==> src/rtl/data_sram_bridge.sv <==
// -----------------------------------------------------------------------------
// data_sram_bridge
//
// Bridges the CPU core's data-memory port to an external asynchronous SRAM.
// Each accepted request becomes one SRAM cycle with the following phases:
//   SETUP  : one cycle with address/data/ce_n driven and both strobes high.
//   ACCESS : WAIT_CYCLES cycles with the strobe low (oe_n for read, we_n for
//            write).
//   DONE   : one cycle with both strobes high and ce_n/data still driven
//            (hold time). cpu_ready_o pulses for this cycle.
// The core's MEM stage stays stalled until the ready pulse.
//
// Ports:
//   clk, rst         clock, asynchronous active-high reset
//   cpu_ce_i         request valid (held by the core until cpu_ready_o)
//   cpu_we_i         1 = write, 0 = read
//   cpu_sel_i        byte enables, bit3 = data[31:24]
//   cpu_addr_i       byte address, bits [SRAM_AW+1:2] form the word address
//   cpu_data_i       write data
//   cpu_data_o       read data, held until the next read completes
//   cpu_ready_o      one-cycle completion pulse
//   sram_addr_o      SRAM word address
//   sram_data_o      write data to pads
//   sram_data_oe_o   pad output enable for write data
//   sram_data_i      read data from pads
//   sram_ce_n_o      chip enable, active-low
//   sram_oe_n_o      output enable, active-low
//   sram_we_n_o      write enable, active-low
//   sram_be_n_o      byte enables, active-low
// -----------------------------------------------------------------------------
module data_sram_bridge #(
    parameter int WAIT_CYCLES = 2,  // strobe low time, legal range 1..15
    parameter int SRAM_AW     = 20
) (
    input  logic               clk,
    input  logic               rst,
    input  logic               cpu_ce_i,
    input  logic               cpu_we_i,
    input  logic [3:0]         cpu_sel_i,
    input  logic [31:0]        cpu_addr_i,
    input  logic [31:0]        cpu_data_i,
    output logic [31:0]        cpu_data_o,
    output logic               cpu_ready_o,
    output logic [SRAM_AW-1:0] sram_addr_o,
    output logic [31:0]        sram_data_o,
    output logic               sram_data_oe_o,
    input  logic [31:0]        sram_data_i,
    output logic               sram_ce_n_o,
    output logic               sram_oe_n_o,
    output logic               sram_we_n_o,
    output logic [3:0]         sram_be_n_o
);

    typedef enum logic [1:0] {
        IDLE,
        SETUP,
        ACCESS,
        DONE
    } state_t;

    // Counter runs WAIT_CYCLES-1 down to 0, so ACCESS lasts WAIT_CYCLES cycles.
    localparam logic [3:0] CNT_LOAD = 4'(WAIT_CYCLES - 1);

    state_t               state_q, state_d;
    logic [3:0]           cnt_q, cnt_d;
    logic                 we_q, we_d;
    logic [31:0]          cpu_data_q, cpu_data_d;
    logic                 ready_q, ready_d;
    logic [SRAM_AW-1:0]   addr_q, addr_d;
    logic [31:0]          wdata_q, wdata_d;
    logic                 data_oe_q, data_oe_d;
    logic                 ce_n_q, ce_n_d;
    logic                 oe_n_q, oe_n_d;
    logic                 we_n_q, we_n_d;
    logic [3:0]           be_n_q, be_n_d;

    // Address bits outside the SRAM word range are intentionally ignored.
    logic unused_addr_bits;
    assign unused_addr_bits = ^{cpu_addr_i[31:SRAM_AW+2], cpu_addr_i[1:0]};

    // NOTE: sequential state uses non-blocking assignments so every register
    // samples the pre-edge value of every other register.
    always_ff @(posedge clk or posedge rst) begin
        if (rst) begin
            state_q    <= IDLE;
            cnt_q      <= '0;
            we_q       <= 1'b0;
            cpu_data_q <= '0;
            ready_q    <= 1'b0;
            addr_q     <= '0;
            wdata_q    <= '0;
            data_oe_q  <= 1'b0;
            ce_n_q     <= 1'b1;
            oe_n_q     <= 1'b1;
            we_n_q     <= 1'b1;
            be_n_q     <= 4'hF;
        end else begin
            state_q    <= state_d;
            cnt_q      <= cnt_d;
            we_q       <= we_d;
            cpu_data_q <= cpu_data_d;
            ready_q    <= ready_d;
            addr_q     <= addr_d;
            wdata_q    <= wdata_d;
            data_oe_q  <= data_oe_d;
            ce_n_q     <= ce_n_d;
            oe_n_q     <= oe_n_d;
            we_n_q     <= we_n_d;
            be_n_q     <= be_n_d;
        end
    end

    // All SRAM-side outputs are computed here as next-state values and then
    // registered, so no cpu_* input reaches a pad combinationally.
    always_comb begin
        // NOTE: every signal gets a default before the case so no path leaves
        // it unassigned, which would infer a latch.
        state_d    = state_q;
        cnt_d      = cnt_q;
        we_d       = we_q;
        cpu_data_d = cpu_data_q;
        ready_d    = 1'b0;
        addr_d     = addr_q;
        wdata_d    = wdata_q;
        data_oe_d  = data_oe_q;
        ce_n_d     = ce_n_q;
        oe_n_d     = oe_n_q;
        we_n_d     = we_n_q;
        be_n_d     = be_n_q;

        case (state_q)
            IDLE: begin
                if (cpu_ce_i) begin
                    we_d    = cpu_we_i;
                    addr_d  = cpu_addr_i[SRAM_AW+1:2];
                    be_n_d  = ~cpu_sel_i;
                    ce_n_d  = 1'b0;
                    if (cpu_we_i) begin
                        wdata_d   = cpu_data_i;
                        data_oe_d = 1'b1;
                    end
                    state_d = SETUP;
                end
            end
            SETUP: begin
                cnt_d = CNT_LOAD;
                // The strobe goes low as ACCESS is entered.
                if (we_q) we_n_d = 1'b0;
                else      oe_n_d = 1'b0;
                state_d = ACCESS;
            end
            ACCESS: begin
                if (cnt_q == 4'd0) begin
                    oe_n_d  = 1'b1;
                    we_n_d  = 1'b1;
                    ready_d = 1'b1;
                    // Sample the pads while oe_n is still low.
                    if (!we_q) cpu_data_d = sram_data_i;
                    state_d = DONE;
                end else begin
                    cnt_d = cnt_q - 4'd1;
                end
            end
            DONE: begin
                ce_n_d    = 1'b1;
                data_oe_d = 1'b0;
                state_d   = IDLE;
            end
            default: state_d = IDLE;
        endcase
    end

    assign cpu_data_o     = cpu_data_q;
    assign cpu_ready_o    = ready_q;
    assign sram_addr_o    = addr_q;
    assign sram_data_o    = wdata_q;
    assign sram_data_oe_o = data_oe_q;
    assign sram_ce_n_o    = ce_n_q;
    assign sram_oe_n_o    = oe_n_q;
    assign sram_we_n_o    = we_n_q;
    assign sram_be_n_o    = be_n_q;

endmodule

==> config.mk <==
export PLATFORM = sky130hd
export DESIGN_NAME = data_sram_bridge
export DESIGN_NICKNAME = d
export VERILOG_FILES = /design/src/rtl/data_sram_bridge.sv
export SDC_FILE = /design/constraint.sdc
export NUM_CORES = 1
export LEC_CHECK = 0
export ABC_AREA = 0
export CAP_MARGIN = 30
export CORE_MARGIN = 10
export CORE_UTILIZATION = 44
export CTS_CLUSTER_DIAMETER = 40
export CTS_CLUSTER_SIZE = 25
export DETAILED_ROUTE_END_ITERATION = 8
export GPL_ROUTABILITY_DRIVEN = 1
export HOLD_SLACK_MARGIN = 0.05
export PLACE_DENSITY = 0.86
export SYNTH_ARGS = -nofsm -noshare
export SYNTH_HDL_FRONTEND = slang
export SYNTH_SLANG_ARGS = --single-unit
==> constraint.sdc <==
create_clock -name clk -period 6.6 [get_ports clk]
set_input_delay 1.98 -clock clk [delete_from_list [all_inputs] [get_ports clk]]
set_output_delay 1.98 -clock clk [all_outputs]
set_load 0.03 [all_outputs]
==> run_summary.xml <==
<?xml version="1.0" encoding="UTF-8"?>
<metrics>
  <group name="clock_tree">
    <metric name="clkTransAtPathRegs" unit="ns">0.11</metric>
    <metric name="cts_repair_resize_count" unit="">0</metric>
    <metric name="ctsHoldBuffers" unit="">0</metric>
    <metric name="clock_path_buffers" unit="">2</metric>
    <metric name="cts.root.buffer_cell" unit="">clkbuf_8</metric>
    <metric name="clock_tree_from_tritoncts" unit="">done</metric>
    <metric name="postCtsSetupBuffers" unit="">0</metric>
    <metric name="cts.sink_count" unit="">100</metric>
    <metric name="cts_htree_levels" unit="">3</metric>
    <metric name="numCtsBuffers" unit="">9</metric>
    <metric name="clock_latency" unit="ns">0.35</metric>
  </group>
  <group name="setup_path">
    <metric name="path_cells" unit="">clkdlybuf4s50_1</metric>
    <metric name="cpPeakStageDelay" unit="ns">0.69</metric>
    <metric name="r2r_cells" unit="">6</metric>
    <metric name="crit_path_top_delay_cell" unit="">clkdlybuf4s50_1</metric>
    <metric name="reg2reg_setup_slack" unit="ns">4.14</metric>
    <metric name="cp.required" unit="ns">4.62</metric>
    <metric name="critPathLaunchType" unit="">register</metric>
    <metric name="path_delay_family" unit="">buffers and inverters</metric>
    <metric name="endpoint_of_the_most_critical_register_to_register_path" unit="">cpu_data_o[21]</metric>
    <metric name="worst-endpoint-arrival" unit="ns">1.60</metric>
    <metric name="reg2reg_from" unit="">state_q[0]</metric>
    <metric name="timing.critical_path.fanout_max" unit="">3</metric>
    <metric name="crit_buf_inv" unit="">1</metric>
    <metric name="worstSetupEndpointType" unit="">output port</metric>
    <metric name="critPathKind" unit="">register to output port</metric>
  </group>
  <group name="sta">
    <metric name="layout_setup_ws" unit="ns">3.02</metric>
    <metric name="post-route-min-period" unit="ns">3.58</metric>
    <metric name="finalHoldWorstSlack" unit="ns">0.488</metric>
    <metric name="timing.final.crit_share" unit="">0.542</metric>
    <metric name="relSlewSlack" unit="">0.554</metric>
    <metric name="finalSetupViolCount" unit="">0</metric>
    <metric name="final_hold_viol_count" unit="">0</metric>
    <metric name="timing.final.max_slew_violations" unit="">0</metric>
    <metric name="clock-skew-final" unit="ns">0.0167</metric>
    <metric name="worst-slew-pin-transition" unit="ns">0.667</metric>
    <metric name="setup_tns" unit="ns">0</metric>
    <metric name="setup_repair_after_global_routing_missed_its_margin" unit="">false</metric>
    <metric name="max_clock_freq" unit="GHz">0.279</metric>
  </group>
  <group name="synth">
    <metric name="synth_cell_type_count" unit="">31</metric>
    <metric name="netlist.area_leader.share" unit="">0.572</metric>
    <metric name="synth_ff_type" unit="">dfrtp_1</metric>
    <metric name="netlist_instances" unit="">257</metric>
    <metric name="async_flop_share" unit="">1.00</metric>
    <metric name="post_synth_most_frequent_cells" unit="">dfrtp_1, mux2_2, mux2_4</metric>
    <metric name="yosysSeqAreaShare" unit="">0.617</metric>
    <metric name="syn-mean-instance-area" unit="sq um">15.8</metric>
    <metric name="synth_enable_flop_cells" unit="">0</metric>
    <metric name="synthDominantAreaCellType" unit="">dfrtp_1</metric>
    <metric name="yosys_warnings" unit="">0</metric>
    <metric name="synthesis.nets" unit="">367</metric>
    <metric name="top_count_cell_post_synth" unit="">dfrtp_1</metric>
    <metric name="total_of_flip_flops_plus_latches_after_synthesis" unit="">100</metric>
    <metric name="netlist_area" unit="sq um">4070</metric>
    <metric name="synth.top_cells.by_area" unit="">dfrtp_1, mux2_2, mux2_4</metric>
  </group>
  <group name="pwr">
    <metric name="total_switching_power" unit="mW">1.36</metric>
    <metric name="power.share.sequential" unit="">0.329</metric>
    <metric name="comb_power_share" unit="">0.566</metric>
    <metric name="power_density_over_the_cells" unit="nW/um^2">540</metric>
    <metric name="design_power_total" unit="mW">3.34</metric>
    <metric name="p_clk_frac" unit="">0.106</metric>
    <metric name="switching_share" unit="">0.408</metric>
    <metric name="irDropWorstVdd" unit="V">0.000280</metric>
    <metric name="p_int" unit="mW">1.98</metric>
    <metric name="cellLeakagePower" unit="nW">2.64</metric>
  </group>
  <group name="hold_path">
    <metric name="hold_path_class" unit="">register to register</metric>
    <metric name="worst_hold_startpoint" unit="">sram_be_n_o[0]</metric>
    <metric name="min_delay_path_depth" unit="">2</metric>
    <metric name="hold_path_end" unit="">sram_be_n_o[0]</metric>
  </group>
  <group name="global_route">
    <metric name="largest_net_degree_at_the_start_of_global_routing" unit="">53</metric>
    <metric name="track_usage" unit="">0.159</metric>
    <metric name="grt_pass1_wl" unit="microns">16700</metric>
    <metric name="first_global_vias" unit="">3040</metric>
    <metric name="antenna_violations_before_repair" unit="">0</metric>
    <metric name="gr-total-overflow" unit="">0</metric>
  </group>
  <group name="placement">
    <metric name="placedInstanceArea" unit="sq um">6010</metric>
    <metric name="place_ws" unit="ns">2.92</metric>
    <metric name="inst_count_dp" unit="">544</metric>
    <metric name="place.gp.congestion" unit="">0.747</metric>
    <metric name="dpl.hpwl" unit="microns">8580</metric>
    <metric name="io_buffer_count" unit="">184</metric>
  </group>
  <group name="job">
    <metric name="maxCapViolations" unit="">0</metric>
  </group>
  <group name="floorplan">
    <metric name="coreArea" unit="sq um">9110</metric>
    <metric name="std_cell_rows" unit="">35</metric>
    <metric name="die_area" unit="sq um">13500</metric>
    <metric name="die_width" unit="microns">116</metric>
    <metric name="io_pins" unit="">197</metric>
    <metric name="initial_core_util" unit="">0.447</metric>
    <metric name="die_height" unit="microns">116</metric>
  </group>
  <group name="routing">
    <metric name="highest_signal_layer" unit="">met4</metric>
    <metric name="first_pass_iters" unit="">4</metric>
    <metric name="postRouteWirelength" unit="microns">10900</metric>
    <metric name="antenna_left" unit="">0</metric>
    <metric name="route.vias.total" unit="">2792</metric>
    <metric name="vias_per_cell" unit="">4.99</metric>
    <metric name="drt-met1-wl" unit="microns">4050</metric>
    <metric name="dr_wl_met3" unit="microns">1280</metric>
    <metric name="drt_iter0_markers" unit="">79</metric>
    <metric name="drc" unit="">0</metric>
    <metric name="wl_per_cell" unit="microns">19.5</metric>
    <metric name="wl_met2" unit="microns">5500</metric>
  </group>
  <group name="layout">
    <metric name="area_delta_synth_final" unit="%">52.0</metric>
    <metric name="layoutNonFillerInstCount" unit="">560</metric>
    <metric name="insertedDiodeCount" unit="">0</metric>
    <metric name="postLayoutCoreUtil" unit="">0.679</metric>
    <metric name="fin_area" unit="sq um">6180</metric>
    <metric name="drive_above_1_share" unit="">0.252</metric>
    <metric name="nNetsFinal" unit="">554</metric>
    <metric name="final.fill_count" unit="">641</metric>
  </group>
  <group name="outcome">
    <metric name="status" unit="">finished, final reports clean</metric>
  </group>
</metrics>
[layout by cell type (no fill, tap or decap), types with 5 or more instances in the layout]
master           synthesis  final
a21oi_1                  6      6
clkbuf_8                 0      9
clkdlybuf4s50_1          0    184
dfrtp_1                 93     93
dfstp_2                  7      7
ha_1                     6      6
inv_1                    7      6
mux2_2                  54     54
mux2_4                  30     30
nand2_1                 11     11
nor2_1                   5      5
o21ai_0                  6      6
[sequential cells by signal, summed over array words and instances (netlist names)]
register and count:
sram_data_oe_o 1, sram_ce_n_o 1, sram_addr_o 20, sram_data_o 32
we_q 1, cpu_data_o 32, cnt_q 4, sram_we_n_o 1
state_q 2, cpu_ready_o 1, sram_oe_n_o 1, sram_be_n_o 4
[area by class of cell]
cell class	instances	area [sq um]	share of cell area
clock buffers	10	128	0.0206
clock inverters	6	48.8	0.00789
multi-input cells	138	1420	0.229
inverters	7	28.8	0.00465
well taps	111	139	0.0225
flip-flops and latches	100	2510	0.406
repair buffers	188	1910	0.309
[metal layers]
metal | vias to the layer above | track usage
li1 | 1267 | -
met1 | 1400 | 0.171
met2 | 117 | 0.270
met3 | 8 | 0.0904
met4 | 0 | 0.0292
met5 | - | 0
[logic make-up after synthesis]
group	after synthesis	share of synthesized area
flip-flops	100	0.617
adder cells (fa/ha/maj)	6	0.0184
multiplexers	87	0.268
AO/OA/AOI/OAI	18	0.0261
buffers and inverters	19	0.0344
AND/OR/NAND/NOR	27	0.0360
[power groups by stage]
stage               registers (mW)  logic (mW)  clock network [mW]
finish                        1.10        1.89               0.353
global route                  1.14        1.99               0.395
CTS                           1.10        1.92               0.367
detailed placement            1.11        1.91                   0
global placement              1.08        1.85                   0
floorplan                     1.66       0.564                   0
[how the worst max path moves through the flow]
stage | from | to | slack [ns] | cells after the start
after floorplan | rst | cnt_q[0] | 2.01 | 1
after global placement | cpu_ce_i | sram_addr_o[0] | 2.61 | 3
after detailed placement | cpu_ce_i | sram_addr_o[10] | 2.92 | 4
after CTS | sram_ce_n_o | sram_ce_n_o | 3.00 | 1
after global routing | sram_ce_n_o | sram_ce_n_o | 2.95 | 1
final | sram_oe_n_o | sram_oe_n_o | 3.02 | 1
[worst register-to-register path, delay by kind of cell, from the launching register on]
family | cells | cell delay [ns]
AND/OR/NAND/NOR | 2 | 0.84
flip-flops | 1 | 0.43
buffers and inverters | 2 | 0.36
adder cells (fa/ha/maj) | 1 | 0.36
multiplexers | 1 | 0.35
(Power assumes the default switching activity.)
